$ cat src/rtl/seg7_capture_decoder_if.sv
// Display-bus capture interface: sampled segment pattern in, decoded digit events out.
// The decimal-point pair exists only when SEG7_CAPTURE_DP_EN is defined.
interface seg7_capture_decoder_if;
    logic [6:0] iSEG;
    logic       iREADY;
    logic [3:0] oDIG;
    logic       oVALID;
    logic       oERR;
    logic       oBLANK;
    logic       oOVF;
`ifdef SEG7_CAPTURE_DP_EN
    logic       iDP;
    logic       oDP;

    modport master (output iSEG, iREADY, iDP,
                    input  oDIG, oVALID, oERR, oBLANK, oOVF, oDP);
    modport slave  (input  iSEG, iREADY, iDP,
                    output oDIG, oVALID, oERR, oBLANK, oOVF, oDP);
`else
    modport master (output iSEG, iREADY,
                    input  oDIG, oVALID, oERR, oBLANK, oOVF);
    modport slave  (input  iSEG, iREADY,
                    output oDIG, oVALID, oERR, oBLANK, oOVF);
`endif
endinterface

$ cat src/rtl/seg7_capture_decoder.sv
// Captures an active-low 7-segment pattern, qualifies it as stable and decodes it to a hex digit
// event on a valid/ready handshake. Define SEG7_CAPTURE_DP_EN to also track the decimal point.
module seg7_capture_decoder #(
    parameter int STABLE_CYCLES = 4,
    parameter int CNT_W         = 8
) (
    input logic                   iCLK,
    input logic                   iRST_N,
    seg7_capture_decoder_if.slave bus
);
`ifdef SEG7_CAPTURE_DP_EN
    localparam int PAT_W = 8;
`else
    localparam int PAT_W = 7;
`endif
    localparam logic [CNT_W-1:0] STABLE = CNT_W'(STABLE_CYCLES);
    localparam logic [CNT_W-1:0] ONE    = CNT_W'(1);

    typedef enum logic {TRACK, PRESENT} state_t;

    state_t           state;
    logic [PAT_W-1:0] pat_in;
    logic [PAT_W-1:0] seg_q;
    logic [PAT_W-1:0] seg_d;
    logic [PAT_W-1:0] qual_pat;
    logic [PAT_W-1:0] last_pat;
    logic             seg_q_vld;
    logic             fresh;
    logic             last_vld;
    logic [CNT_W-1:0] cnt;
    logic [CNT_W-1:0] cnt_next;
    logic             fresh_next;
    logic             changed;
    logic             qual_blank;
    logic             dup;
    logic             event_ok;
    logic [4:0]       dec;
    logic [3:0]       dig;
    logic             err;
    logic             valid;
    logic             blank;
    logic             ovf;

`ifdef SEG7_CAPTURE_DP_EN
    logic             dp;
    assign pat_in    = {bus.iDP, bus.iSEG};
    assign bus.oDP   = dp;
`else
    assign pat_in    = bus.iSEG;
`endif

    // Returns {err, digit}; anything outside the glyph table is an error with digit 0.
    function automatic logic [4:0] decode(input logic [6:0] s);
        case (s)
            7'b1000000: decode = 5'h00;
            7'b1111001: decode = 5'h01;
            7'b0100100: decode = 5'h02;
            7'b0110000: decode = 5'h03;
            7'b0011001: decode = 5'h04;
            7'b0010010: decode = 5'h05;
            7'b0000010: decode = 5'h06;
            7'b1111000: decode = 5'h07;
            7'b0000000: decode = 5'h08;
            7'b0011000: decode = 5'h09;
            7'b0001000: decode = 5'h0A;
            7'b0000011: decode = 5'h0B;
            7'b1000110: decode = 5'h0C;
            7'b0100001: decode = 5'h0D;
            7'b0000110: decode = 5'h0E;
            7'b0001110: decode = 5'h0F;
            default:    decode = 5'h10;
        endcase
    endfunction

    // A zero count means nothing has been compared yet, so the first real sample restarts at 1.
    assign changed = (cnt == '0) || (seg_q != seg_d);

    always_comb begin
        cnt_next   = cnt;
        fresh_next = 1'b0;
        if (seg_q_vld) begin
            if (changed) begin
                cnt_next   = ONE;
                fresh_next = (STABLE == ONE);
            end else if (cnt != STABLE) begin
                cnt_next   = cnt + ONE;
                fresh_next = ((cnt + ONE) == STABLE);
            end
        end
    end

    assign qual_blank = (qual_pat[6:0] == 7'h7F);
    assign dup        = last_vld && (qual_pat == last_pat);
    assign event_ok   = fresh && !qual_blank && !dup;
    assign dec        = decode(qual_pat[6:0]);

    // Qualification is registered one cycle ahead of the handshake FSM that consumes it.
    always_ff @(posedge iCLK) begin
        if (!iRST_N) begin
            state     <= TRACK;
            seg_q     <= '1;
            seg_d     <= '1;
            qual_pat  <= '1;
            last_pat  <= '1;
            seg_q_vld <= 1'b0;
            fresh     <= 1'b0;
            last_vld  <= 1'b0;
            cnt       <= '0;
            dig       <= 4'h0;
            err       <= 1'b0;
            valid     <= 1'b0;
            blank     <= 1'b0;
            ovf       <= 1'b0;
`ifdef SEG7_CAPTURE_DP_EN
            dp        <= 1'b0;
`endif
        end else begin
            seg_q     <= pat_in;
            seg_q_vld <= 1'b1;
            seg_d     <= seg_q;
            cnt       <= cnt_next;
            fresh     <= fresh_next;
            if (fresh_next) begin
                qual_pat <= seg_q;
            end

            if (fresh) begin
                if (qual_blank) begin
                    blank    <= 1'b1;
                    last_vld <= 1'b0;
                end else begin
                    blank <= 1'b0;
                    if (!dup) begin
                        last_pat <= qual_pat;
                        last_vld <= 1'b1;
                    end
                end
            end

            case (state)
                TRACK: begin
                    if (event_ok) begin
                        dig   <= dec[3:0];
                        err   <= dec[4];
`ifdef SEG7_CAPTURE_DP_EN
                        dp    <= ~qual_pat[7];
`endif
                        valid <= 1'b1;
                        state <= PRESENT;
                    end
                end
                PRESENT: begin
                    if (bus.iREADY) begin
                        if (event_ok) begin
                            dig <= dec[3:0];
                            err <= dec[4];
`ifdef SEG7_CAPTURE_DP_EN
                            dp  <= ~qual_pat[7];
`endif
                        end else begin
                            valid <= 1'b0;
                            state <= TRACK;
                        end
                    end else if (event_ok) begin
                        ovf <= 1'b1;
                    end
                end
                default: begin
                    valid <= 1'b0;
                    state <= TRACK;
                end
            endcase
        end
    end

    assign bus.oDIG   = dig;
    assign bus.oERR   = err;
    assign bus.oVALID = valid;
    assign bus.oBLANK = blank;
    assign bus.oOVF   = ovf;
endmodule

$ cat src/flat_wrapper.sv
// flat-port wrapper written by rule: the top's interface ports become plain ports
module seg7_capture_decoder_flat 
#(
    parameter int STABLE_CYCLES = 4,
    parameter int CNT_W         = 8
)
  (iCLK, iRST_N, bus_iSEG, bus_iREADY, bus_oDIG, bus_oVALID, bus_oERR, bus_oBLANK, bus_oOVF);
  seg7_capture_decoder_if bus_i ();
  input logic iCLK;
  input logic iRST_N;
  input wire logic [$bits(bus_i.iSEG)-1:0] bus_iSEG;
  input wire logic [$bits(bus_i.iREADY)-1:0] bus_iREADY;
  output wire logic [$bits(bus_i.oDIG)-1:0] bus_oDIG;
  output wire logic [$bits(bus_i.oVALID)-1:0] bus_oVALID;
  output wire logic [$bits(bus_i.oERR)-1:0] bus_oERR;
  output wire logic [$bits(bus_i.oBLANK)-1:0] bus_oBLANK;
  output wire logic [$bits(bus_i.oOVF)-1:0] bus_oOVF;
  assign bus_i.iSEG = bus_iSEG;
  assign bus_i.iREADY = bus_iREADY;
  assign bus_oDIG = bus_i.oDIG;
  assign bus_oVALID = bus_i.oVALID;
  assign bus_oERR = bus_i.oERR;
  assign bus_oBLANK = bus_i.oBLANK;
  assign bus_oOVF = bus_i.oOVF;
  seg7_capture_decoder #(.STABLE_CYCLES(STABLE_CYCLES), .CNT_W(CNT_W)) u_core (.iCLK(iCLK), .iRST_N(iRST_N), .bus(bus_i));
endmodule
$ cat config.mk
export PLATFORM = sky130hd
export DESIGN_NAME = seg7_capture_decoder_flat
export DESIGN_NICKNAME = d
export VERILOG_FILES = /design/src/rtl/seg7_capture_decoder_if.sv /design/src/rtl/seg7_capture_decoder.sv /design/src/flat_wrapper.sv
export SDC_FILE = /design/constraint.sdc
export NUM_CORES = 1
export LEC_CHECK = 0
export CORE_ASPECT_RATIO = 0.9
export CORE_MARGIN = 5
export CORE_UTILIZATION = 52
export DETAILED_ROUTE_END_ITERATION = 7
export GPL_TIMING_DRIVEN = 0
export PLACE_DENSITY = 0.72
export SYNTH_ARGS = -nofsm -noshare
export SYNTH_HDL_FRONTEND = slang
export SYNTH_SLANG_ARGS = --single-unit
$ cat constraint.sdc
create_clock -name iCLK -period 1.76 [get_ports iCLK]
set_input_delay 0.352 -clock iCLK [delete_from_list [all_inputs] [get_ports iCLK]]
set_output_delay 0.352 -clock iCLK [all_outputs]
set_load 0.005 [all_outputs]
# [Word level (Yosys, flattened, before mapping)]
# Index checks and enable logic that the tools add are counted.
[op_classes] add_sub_neg=1 n_eq_ne=24 mux=23 bitwise_logic=4 reduce_logical=14
[op_table] op="one-hot mux 5 bit (16 select lines)" count=1
[op_table] op="== test 7 bit, second input constant" count=5
[op_table] op="== test 7 x 5 -> 1 bit, second input constant" count=3
[op_table] op="== test 7 x 6 -> 1 bit, second input constant" count=3
[op_table] op="2-to-1 mux 8 bit" count=2
[op_table] op="== test 7 x 2 -> 1 bit, second input constant" count=2
[op_table] op="== test 7 x 4 -> 1 bit, second input constant" count=2
[op_table] op="2-to-1 mux 1 bit" count=14
[op_table] op="AND reduction 3 bit" count=3
[op_table] op="adder 8 x 1 -> 8 bit, second input constant" count=1
[op_table] op="== test 8 x 3 -> 1 bit, second input constant" count=1
[op_table] op="logical NOT 8 bit" count=1
[op_table] op="2-to-1 mux 4 bit" count=2
[op_table] op="!= test 8 x 3 -> 1 bit, second input constant" count=1
[op_table] op="one-hot mux 4 bit (2 select lines)" count=1
[op_table] op="== test 7 x 3 -> 1 bit, second input constant" count=1
[op_table] op="== test 7 bit" count=1
[op_table] op="logical NOT 7 bit" count=1
[op_table] op="!= test 7 bit" count=1
[op_table] op="one-hot mux 1 bit (2 select lines)" count=3
[op_table] op="!= test 2 x 1 -> 1 bit, second input constant" count=2
[op_table] op="!= test 2 bit, second input constant" count=2
[op_table] op="NOT 1 bit" count=4
[op_table] op="AND reduction 2 bit" count=2
[op_table] op="other kinds (4)" count=7
[totals] regBits=48 input_bits=10 output_inout_bits=8 elab_cells=80

# [Logic depth before layout (Yosys ltp)]
# Gate-level depths: netlist of run 1.
[depth] ltp_word=7 mapped_depth=7 mapped_depth_nobuf=6

# [Worst setup path before layout of run 1]
# OpenSTA, ideal clock, no wires.
[synth_path] path_type="register to register" from="register u_core.cnt[6]" to="register u_core.qual_pat[1]" setup_time_ns=0.120 arrival_ns=1.525 required_time_ns=1.640 path_slack_ns=0.114 path_stages_with_launch=6 n_path_buf=0 synth_period_minus_slack_ns=1.646 path_cell_list="dfxtp_1 or4_1 nor3_4 nand2_1 nor3_1 nor2_1"
[synth_between] elab_chain_len=5 elab_cells_between_ends=8 cone_classes="add/sub (1); eq/ne (2); mux (3); reduce/logical (2)"
[synth_lines] element="start, declared" line="seg7_capture_decoder.sv:30" source="logic [CNT_W-1:0] cnt;"
[synth_lines] element="start signal, assigned" line="seg7_capture_decoder.sv:121" source="cnt <= cnt_next;"
[synth_lines] element="adder 8 x 1 -> 8 bit" line="seg7_capture_decoder.sv:87" source="fresh_next = ((cnt + ONE) == STABLE);"
[synth_lines] element="== test 8 x 3 -> 1 bit" line="seg7_capture_decoder.sv:87"
[synth_lines] element="2-to-1 mux 1 bit" line="seg7_capture_decoder.sv:85" source="end else if (cnt != STABLE) begin"
[synth_lines] element="2-to-1 mux 1 bit (*)" line="seg7_capture_decoder.sv:82" source="if (changed) begin"
[synth_lines] element="2-to-1 mux 1 bit (*)" line="seg7_capture_decoder.sv:81" source="if (seg_q_vld) begin"
[synth_lines] element="end signal, assigned" line="seg7_capture_decoder.sv:124" source="qual_pat <= seg_q;"
[synth_lines] element="end, declared" line="seg7_capture_decoder.sv:25" source="logic [PAT_W-1:0] qual_pat;"
# Mark *: on every way between the ends. The rest lies on a longest branch, timed or not.
# A chain may end at the register's enable or synchronous reset.

# [Worst setup path after layout of run 1]
[layout_path] from="register u_core.qual_pat[3]" to="register u_core.err (netlist: u_core.bus.oERR)"
[layout_between] elab_chain_len=7 elab_cells_between_ends=27 cone_classes="eq/ne (17); mux (4); reduce/logical (6)"
[layout_lines] element="branches (longest 4 deep; another with one-hot mux 5 bit (16 select lines))"
[layout_lines] element="2-to-1 mux 1 bit (*)" line="seg7_capture_decoder.sv:142, seg7_capture_decoder.sv:154"
[layout_lines] element="2-to-1 mux 1 bit" line="seg7_capture_decoder.sv:153" source="if (bus.iREADY) begin"
[layout_lines] element="one-hot mux 1 bit (2 select lines) (*)" line="seg7_capture_decoder.sv:140" source="case (state)"
[layout_lines] element="end signal, assigned" line="seg7_capture_decoder.sv:144" source="err <= dec[4];"
[layout_lines] element="end signal, assigned" line="seg7_capture_decoder.sv:156" source="err <= dec[4];"
[layout_lines] element="end, declared" line="seg7_capture_decoder.sv:39" source="logic err;"
# Mark *: on every way between the ends. The select of a mux whose other input is x is not followed.

==> results of run 1 <==
## worst min path at each step
stage	startpoint	endpoint	slack, ps	cells after the start
global route	u_core.bus.oVALID$_SDFFE_PN0P_	u_core.bus.oVALID$_SDFFE_PN0P_	510	1
finish	u_core.bus.oOVF$_SDFFE_PN0P_	u_core.bus.oOVF$_SDFFE_PN0P_	470	1
CTS	u_core.bus.oOVF$_SDFFE_PN0P_	u_core.bus.oOVF$_SDFFE_PN0P_	470	1
detailed placement	u_core.bus.oOVF$_SDFFE_PN0P_	u_core.bus.oOVF$_SDFFE_PN0P_	450	1
floorplan	iRST_N	u_core.seg_q_vld$_DFF_P_	380	0
global placement	u_core.bus.oOVF$_SDFFE_PN0P_	u_core.bus.oOVF$_SDFFE_PN0P_	450	1
## area by class of cell
| class | instances | share of cell area, % |
|---|---|---|
| clock buffer | 5 | 2.40 |
| inverter | 6 | 0.918 |
| sequential | 48 | 34.1 |
| buffer | 14 | 2.67 |
| clock inverter | 3 | 1.62 |
| tap | 62 | 2.71 |
| multi-input combinational | 198 | 48.4 |
| timing repair buffer | 22 | 7.26 |
## power by group through the flow
stage / Sequential [uW] / Combinational [uW] / Clock (uW)
after CTS: 1120 / 125 / 821
final: 1120 / 131 / 804
after floorplan: 1140 / 74.2 / 0
after detailed placement: 1140 / 116 / 0
after global routing: 1120 / 144 / 867
after global placement: 1140 / 116 / 0
## sequential cells by signal (all words and copies together) (netlist names)
signal,flops
u_core.seg_d,7
u_core.last_vld,1
u_core.bus.oBLANK,1
u_core.state,1
u_core.bus.oERR,1
u_core.last_pat,7
u_core.cnt,8
u_core.bus.oOVF,1
u_core.seg_q,7
u_core.fresh,1
u_core.bus.oVALID,1
u_core.seg_q_vld,1
u_core.qual_pat,7
u_core.bus.oDIG,4
## critical path, stage by stage, from the launching register on
cell,delay (ps)
dfxtp_2,420
nand3_1,230
or4_1,560
nand3_1,140
nor2_1,60
a31o_1,210
## timing repair
item / in CTS / in global routing
resized for setup: 13 / 33
pin swaps: 4 / 7
buffers inserted: 3 / 2
hold endpoints to repair: 0 / 0
endpoints found under the setup margin: 18 / 20
## through the flow
step / setup slack (ps) / area [um^2] / util (%)
after floorplan: 114 / 2330 / -
after global placement: -410 / 2580 / 58.6
after detailed placement: -431 / 2580 / 58.6
after CTS: 3.09 / 2770 / 62.9
after global routing: -33.9 / 2860 / 65.0
final: 51.6 / 2860 / 65.0
## cell families after synthesis
logic type / after synthesis
and+or+nand+nor: 121
xor gates and xnor gates: 16
DFF: 48
buffers and inverters: 21
AOI/OAI and AO/OA: 54
adders and majority gates: 2
muxes: 5
## placed cells by master, fill, tap and decap left out, types with 6 or more instances in the layout
master / Yosys / layout
nor3_1: 13 / 10
clkbuf_2: 0 / 7
dfxtp_1: 48 / 39
nand2_1: 20 / 19
buf_4: 0 / 6
nand2b_1: 20 / 20
nor2_1: 17 / 17
clkdlybuf4s50_1: 0 / 17
or4_1: 6 / 6
nand3_1: 15 / 15
a21oi_1: 10 / 9
dfxtp_2: 0 / 8
o21ai_0: 7 / 7
xor2_1: 12 / 12
## per-layer routing
metal  share of wire, %  track usage, %
met5                  0               0
met4                2.3            6.94
met3                7.3            3.68
met2                 45            30.2
met1                 45            25.7
==> results.sh, run 1 <==
export IMPL_antenna_found_initial=0
export IMPL_clk_latency_ps=300
export IMPL_regToRegEndpoint="u_core.bus.oERR$_SDFFE_PN0P_"
export IMPL_cts_root_buffer_cell="clkbuf_8"
export IMPL_nNetsFinal=307
export IMPL_maxSlewHeadroom_pct=67.3
export IMPL_whs_ps=469
export IMPL_vias=2070
export IMPL_critical_path_class="register to register"
export IMPL_reg2reg_slack_ps=50
export IMPL_cts_buffers=5
export IMPL_cts_tree="yes"
export IMPL_fill_cells=374
export IMPL_status="finished clean"
export IMPL_portBuffers=17
export IMPL_power_uw=2050
export IMPL_die_h_um=73.6
export IMPL_synth_seq_area_share_pct=41.2
export IMPL_path_clk_slew_ps=90
export IMPL_core_area_um2=4400
export IMPL_setup_viol=0
export IMPL_dominantRegCellSynth="dfxtp_1"
export IMPL_cts_sinks=48
export IMPL_synth_area_leaders="dfxtp_1 (41%), nand2b_1 (5.4%), xor2_1 (4.5%)"
export IMPL_ys_ff_latch=48
export IMPL_critical_path_required_ps=1960
export IMPL_synth_most_common_cell="dfxtp_1"
export IMPL_synth_compound_area_share_pct=16.6
export IMPL_avgRoutedWirePerCell_um=14.7
export IMPL_drt_iter0_drc=192
export IMPL_tns_ps=0
export IMPL_cts_hold_buf=0
export IMPL_drv_slew=0
export IMPL_synth_area_leader_cell="dfxtp_1"
export IMPL_route_detailed_drc=0
export IMPL_crit_start="u_core.qual_pat[3]$_SDFFE_PN1P_"
export IMPL_fmax_ghz=0.585
export IMPL_endpoint="u_core.bus.oERR$_SDFFE_PN0P_"
export IMPL_synth_mux_area_share_pct=2.14
export IMPL_crit_fanout=7
export IMPL_ys_types=46
export IMPL_drive_above_1_share_pct=17.9
export IMPL_power_density_nw_per_um2=717
export IMPL_synthArstFlopShare_pct=0
export IMPL_maxCapViolCount=0
export IMPL_p_switching_uw=462
export IMPL_ys_top_cells_by_count="dfxtp_1 (48), nand2_1 (20), nand2b_1 (20), nor2_1 (17), nand3_1 (15)"
export IMPL_clkPwrFrac_pct=39.2
export IMPL_switching_share_pct=22.5
export IMPL_start_util_pct=53.0
export IMPL_place_congestion=0.865
export IMPL_grt_pass1_vias=1931
export IMPL_p_comb_share_pct=6.4
export IMPL_start_kind="register"
export IMPL_cp_end_kind="register"
export IMPL_intPower_uw=1590
export IMPL_r2r_start="u_core.qual_pat[3]$_SDFFE_PN1P_"
export IMPL_dieArea_um2=5930
export IMPL_grt_ovfl_total=0
export IMPL_fin_crit_sh_pct=97.1
export IMPL_h_tree_depth=2
export IMPL_synth_nets=279
export IMPL_regArea_um2=975
export IMPL_seq_power_share_pct=54.5
export IMPL_syn_area_um2=2330
export IMPL_worst_slew_pin_slew_ps=491
export IMPL_p_leak_uw=0.00103
export IMPL_ant_nets=0
export IMPL_final_cell_count_no_fill=358
export IMPL_grt_pass1_wl_um=8890
export IMPL_synth_edf_count=0
export IMPL_ir_drop_mv=0.598
export IMPL_die_x_um=80.6
export IMPL_r2r_cells=5
export IMPL_firstDrtPassIters=4
export IMPL_hp_class="register to register"
export IMPL_synth_top_area_share_pct=41.2
export IMPL_clockBufferDepth=2
export IMPL_synthAdderAreaFrac_pct=1.07
export IMPL_synth_xor_area_share_pct=6.01
export IMPL_diodes=0
export IMPL_clock_skew_final_ps=8.08
export IMPL_vias_per_cell=5.78
export IMPL_synth_top_family_by_area="simple AND/OR/NAND/NOR gates"
export IMPL_routed_wirelength_um=5260
export IMPL_dpl_cell_count=346
export IMPL_multi_input_area_um2=1380
export IMPL_rows=23
export IMPL_rsz0062_at_grt="true"
export IMPL_grt_max_degree=17
export IMPL_area_growth_pct=22.6
export IMPL_dpl_hpwl_um=3650
export IMPL_grt_usage_pct=19.0
export IMPL_period_needed_ps=1710
export IMPL_timing_hold_violations_final=0
export IMPL_io_pins=18
export IMPL_syn_area_per_cell_um2=8.74
export IMPL_arrival_ps=1910
export IMPL_synth_simple_area_share_pct=29.4
export IMPL_synth_cells=267
export IMPL_synth_warning_count=0
(Power assumes the default switching activity.)
==> inputs of run 2 (changes only) <==
- SKIP_LAST_GASP: unset -> 1
==> run 2 against run 1 <==
  * Sequential share of layout area hardly changed
  * Utilization shrank 0.057 points
  * Clock skew about the same
  * Via count is 0.29% lower
  * Die area is the same
  * Combinational power barely moved
  * Final cell count did not move
  * Clock power is essentially flat
  * Non-clock buffer count unchanged
  * Critical path depth down 1
  * Critical path type is now input port to register
==> results.sh, run 2 (synthesis gave the netlist of run 1 again) <==
export IMPL_rsz0062_at_grt="true"
export IMPL_clk_latency_ps=300
export IMPL_path_delay_family="buffers and inverters"
export IMPL_power_uw=2050
export IMPL_cts_root_buffer_cell="clkbuf_8"
export IMPL_timing_hold_violations_final=0
export IMPL_critical_path_required_ps=1920
export IMPL_drv_slew=0
export IMPL_maxSlewHeadroom_pct=67.2
export IMPL_diodes=0
export IMPL_tns_ps=0
export IMPL_r2r_cells=5
export IMPL_highest_layer="met4"
export IMPL_critical_path_cell_chain="clkdlybuf4s50_1 > clkbuf_1 > clkbuf_1 > o211ai_1"
export IMPL_vias=2064
export IMPL_critPathSlowestCell="clkdlybuf4s50_1"
export IMPL_met3_length_um=395
export IMPL_path_clk_slew_ps=90
export IMPL_status="finished clean"
export IMPL_place_congestion=0.865
export IMPL_area_growth_pct=22.5
export IMPL_die_x_um=80.6
export IMPL_cp_end_kind="register"
export IMPL_grt_usage_pct=19.0
export IMPL_crit_start="iRST_N"
export IMPL_final_cell_area_um2=2860
export IMPL_p_comb_share_pct=6.4
export IMPL_cp_num_buf_inv=3
export IMPL_clockBufferDepth=2
export IMPL_fin_crit_sh_pct=97.7
export IMPL_switching_share_pct=22.4
export IMPL_mostFrequentLayoutCell="dfxtp_1"
export IMPL_whs_endpoint="u_core.bus.oOVF$_SDFFE_PN0P_"
export IMPL_rows=23
export IMPL_routed_wirelength_um=5260
export IMPL_path_depth=4
export IMPL_reg2reg_slack_ps=50
export IMPL_regToRegEndpoint="u_core.bus.oERR$_SDFFE_PN0P_"
export IMPL_dieArea_um2=5930
export IMPL_mostFrequentLayoutCells="dfxtp_1 (40), nand2b_1 (20), nand2_1 (19), nor2_1 (17), clkdlybuf4s50_1 (17)"
export IMPL_firstDrtPassIters=4
export IMPL_drive_above_1_share_pct=17.2
export IMPL_grt_pass1_vias=1931
export IMPL_crit_top_cell="clkbuf_1"
export IMPL_grt_ovfl_total=0
export IMPL_antenna_found_initial=0
export IMPL_place_area_um2=2580
export IMPL_die_h_um=73.6
export IMPL_p_switching_uw=459
export IMPL_nNetsFinal=307
export IMPL_crit_fanout=10
export IMPL_ant_nets=0
export IMPL_critical_path_class="input port to register"
export IMPL_intPower_uw=1590
export IMPL_top_register="u_core.cnt"
export IMPL_dpl_hpwl_um=3650
export IMPL_cts_sinks=48
export IMPL_fmax_ghz=0.582
export IMPL_setup_viol=0
export IMPL_min_from="u_core.bus.oOVF$_SDFFE_PN0P_"
export IMPL_start_util_pct=53.0
export IMPL_vias_per_cell=5.77
export IMPL_maxCapViolCount=0
export IMPL_avgRoutedWirePerCell_um=14.7
export IMPL_r2r_start="u_core.qual_pat[3]$_SDFFE_PN1P_"
export IMPL_io_pins=18
export IMPL_grt_pass1_wl_um=8890
export IMPL_portBuffers=17
export IMPL_cts_hold_buf=0
export IMPL_start_kind="input port"
export IMPL_wl_met1_um=2380
export IMPL_dr_wl_met2_um=2360
export IMPL_hold_path_depth=1
export IMPL_power_density_nw_per_um2=717
export IMPL_period_needed_ps=1720
export IMPL_cts_buffers=5
export IMPL_drt_iter0_drc=190
export IMPL_clock_skew_final_ps=8.11
export IMPL_whs_ps=469
export IMPL_ir_drop_mv=0.597
export IMPL_hp_class="register to register"
export IMPL_grt_max_degree=17
export IMPL_h_tree_depth=2
export IMPL_arrival_ps=1880
export IMPL_route_detailed_drc=0
export IMPL_max_stage_delay_ps=520
export IMPL_largest_register_ffs=8
export IMPL_worst_slew_pin_slew_ps=492
export IMPL_core_area_um2=4400
export IMPL_seq_power_share_pct=54.5
export IMPL_cts_tree="yes"
export IMPL_clkPwrFrac_pct=39.1
export IMPL_p_leak_uw=0.00102
==> run 2: routing by layer <==
layer | global-route usage [%] | vias up
li1 | - | 1024
met1 | 25.7 | 940
met2 | 30.2 | 85
met3 | 3.68 | 15
met4 | 6.94 | 0
met5 | 0 | -
==> run 2: power groups by stage <==
| stage | Clock, uW | Sequential, uW | Combinational (uW) |
|---|---|---|---|
| 6_report | 802 | 1120 | 131 |
| 5_1_grt | 867 | 1120 | 143 |
| 4_1_cts | 821 | 1120 | 125 |
| 3_5_place_dp | 0 | 1140 | 116 |
| 3_3_place_gp | 0 | 1140 | 116 |
| 2_1_floorplan | 0 | 1140 | 74.2 |
==> run 2: what timing repair did <==
action	4_1_cts	5_1_grt
pin swaps	4	6
gates cloned	0	0
setup endpoints to repair	18	20
setup buffers	3	2
resized for setup	12	32
==> run 2: worst max path at each step <==
stage,endpoint,slack (ps)
final,u_core.last_pat[4]$_SDFFE_PN1P_,40
after CTS,u_core.bus.oDIG[3]$_SDFFE_PN0P_,-0.08
after detailed placement,u_core.bus.oDIG[3]$_SDFFE_PN0P_,-430
after floorplan,u_core.qual_pat[1]$_SDFFE_PN1P_,110
after global placement,u_core.bus.oDIG[3]$_SDFFE_PN0P_,-410
after global routing,u_core.bus.oDIG[3]$_SDFFE_PN0P_,-50
==> run 2: final cells by class <==
cell class / count / area (um^2)
fill: 375 / 1540
multi-input combinational: 198 / 1380
sequential: 48 / 973
timing repair buffer: 22 / 208
tap: 62 / 77.6
buffer: 14 / 75.1
clock buffer: 5 / 68.8
clock inverter: 3 / 46.3
inverter: 6 / 26.3
==> run 2: stage by stage <==
| stage | std cells | worst slack, ps | util (%) |
|---|---|---|---|
| floorplan | 267 | 114 | - |
| global placement | 346 | -410 | 58.6 |
| detailed placement | 346 | -431 | 58.6 |
| CTS | 357 | -0.0813 | 62.9 |
| global route | 358 | -54.5 | 64.9 |
| finish | 358 | 40.5 | 64.9 |
==> inputs of run 3 (changes only) <==
- PLACE_DENSITY: 0.72 -> 0.83
==> run 3 against run 2 <==
  * Register-to-register slack lost 90 ps
  * Worst setup slack got worse by 84 ps
  * Design area up 4.0%
  * Critical path depth increased by 1
  * The flow now finishes with violations (negative setup slack)
==> results.sh, run 3 (synthesis gave the netlist of run 1 again) <==
export IMPL_clock_skew_final_ps=9.61
export IMPL_dpl_cell_count=346
export IMPL_seq_power_share_pct=53.7
export IMPL_cp_num_buf_inv=0
export IMPL_fmax_ghz=0.554
export IMPL_routed_wirelength_um=5840
export IMPL_grt_max_degree=17
export IMPL_max_stage_delay_ps=450
export IMPL_intPower_uw=1600
export IMPL_grt_pass1_vias=1980
export IMPL_critical_path_class="register to register"
export IMPL_ir_drop_mv=0.511
export IMPL_power_density_nw_per_um2=700
export IMPL_cts_sinks=48
export IMPL_p_leak_uw=0.00107
export IMPL_critPathSlowestCell="or4_4"
export IMPL_postLayoutCoreUtil_pct=67.5
export IMPL_maxCapViolCount=0
export IMPL_core_area_um2=4400
export IMPL_drv_slew=0
export IMPL_diodes=0
export IMPL_largest_register_ffs=8
export IMPL_h_tree_depth=2
export IMPL_io_pins=18
export IMPL_vias=2179
export IMPL_dpl_hpwl_um=3700
export IMPL_grt_pass1_wl_um=9050
export IMPL_pre_cts_ws_ps=-398
export IMPL_nNetsFinal=313
export IMPL_path_delay_family="simple AND/OR/NAND/NOR gates"
export IMPL_vias_per_cell=5.99
export IMPL_p_comb_share_pct=6.9
export IMPL_fill_cells=344
export IMPL_start_kind="register"
export IMPL_final_cell_count_no_fill=364
export IMPL_die_x_um=80.6
export IMPL_top_register="u_core.cnt"
export IMPL_portBuffers=17
export IMPL_violations="negative setup slack"
export IMPL_whs_ps=472
export IMPL_mostFrequentLayoutCell="dfxtp_1"
export IMPL_clkPwrFrac_pct=39.4
export IMPL_tns_ps=-96.5
export IMPL_route_detailed_drc=0
export IMPL_rows=23
export IMPL_critical_path_cell_chain="xor2_1 > nor4_4 > nand3_1 > or4_4 > a31oi_4"
export IMPL_antenna_found_initial=0
export IMPL_switching_share_pct=23.2
export IMPL_cts_hold_buf=0
export IMPL_ant_nets=0
export IMPL_hp_class="register to register"
export IMPL_worst_slew_pin_slew_ps=623
export IMPL_avgRoutedWirePerCell_um=16.0
export IMPL_drive_above_1_share_pct=22.5
export IMPL_p_switching_uw=483
export IMPL_mostFrequentLayoutCells="dfxtp_1 (39), nand2b_1 (20), nand2_1 (18), nor2_1 (17), clkdlybuf4s50_1 (17)"
export IMPL_period_needed_ps=1800
export IMPL_cts_tree="yes"
export IMPL_cts_root_buffer_cell="clkbuf_8"
export IMPL_area_growth_pct=27.5
export IMPL_arrival_ps=2030
export IMPL_drt_iter0_drc=186
export IMPL_clockBufferDepth=2
export IMPL_clk_latency_ps=310
export IMPL_maxSlewHeadroom_pct=58.5
export IMPL_dieArea_um2=5930
export IMPL_status="finished, violations left"
export IMPL_crit_fanout=5
export IMPL_timing_hold_violations_final=0
export IMPL_critical_path_required_ps=1990
export IMPL_grt_usage_pct=19.4
export IMPL_die_h_um=73.6
export IMPL_cts_buffers=5
export IMPL_path_clk_slew_ps=90
export IMPL_start_util_pct=53.0
export IMPL_grt_ovfl_total=0
export IMPL_fin_crit_sh_pct=102
export IMPL_firstDrtPassIters=6
export IMPL_rsz0062_at_grt="true"
export IMPL_place_congestion=0.926
export IMPL_setup_viol=4
export IMPL_worst_slack_ps=-43.6
export IMPL_cp_end_kind="register"
==> run 3: area by class of cell <==
type	instances	area, um^2	share of cell area, %
Multi-Input combinational cell	198	1430	48.1
Clock inverter	3	46.3	1.56
Clock buffer	5	68.8	2.31
Inverter	6	26.3	0.883
Tap cell	62	77.6	2.61
Buffer	14	86.3	2.90
Timing Repair Buffer	28	265	8.92
Sequential cell	48	972	32.7
==> run 3: layer usage <==
metal	vias to the layer above	GRT usage [%]	routed length, um
met2	112	32.3	2830
met5	-	0	0
met1	1023	25.3	2510
met4	0	7.88	94
li1	1029	-	-
met3	15	2.94	402
==> run 3: path summary, 6_finish.rpt <==
| path | start | to | slack (ps) | cells after the start |
|---|---|---|---|---|
| max | u_core.seg_q[1]$_SDFF_PN1_ | u_core.cnt[5]$_SDFFE_PN0P_ | -40 | 5 |
| min | u_core.bus.oOVF$_SDFFE_PN0P_ | u_core.bus.oOVF$_SDFFE_PN0P_ | 470 | 1 |
| max reg2reg | u_core.seg_q[1]$_SDFF_PN1_ | u_core.cnt[5]$_SDFFE_PN0P_ | -40 | 5 |
| min reg2reg | u_core.bus.oOVF$_SDFFE_PN0P_ | u_core.bus.oOVF$_SDFFE_PN0P_ | 470 | 1 |
==> run 3: through the flow <==
stage | power [uW] | cell area (um^2)
floorplan | 1210 | 2330
global placement | 1260 | 2580
detailed placement | 1260 | 2580
CTS | 2080 | 2770
global route | 2140 | 2970
finish | 2080 | 2970
==> run 3: power by group through the flow <==
stage / clock network (uW) / logic (uW) / registers, uW
after floorplan: 0 / 74.2 / 1140
after global placement: 0 / 114 / 1140
after detailed placement: 0 / 117 / 1140
after CTS: 832 / 129 / 1120
after global routing: 866 / 156 / 1120
final: 819 / 144 / 1120
==> run 3: timing repair <==
action,4_1_cts,5_1_grt
pin swaps,6,10
buffers inserted,4,7
endpoints found under the hold margin,0,0
resized for setup,11,49
setup endpoints to repair,19,22
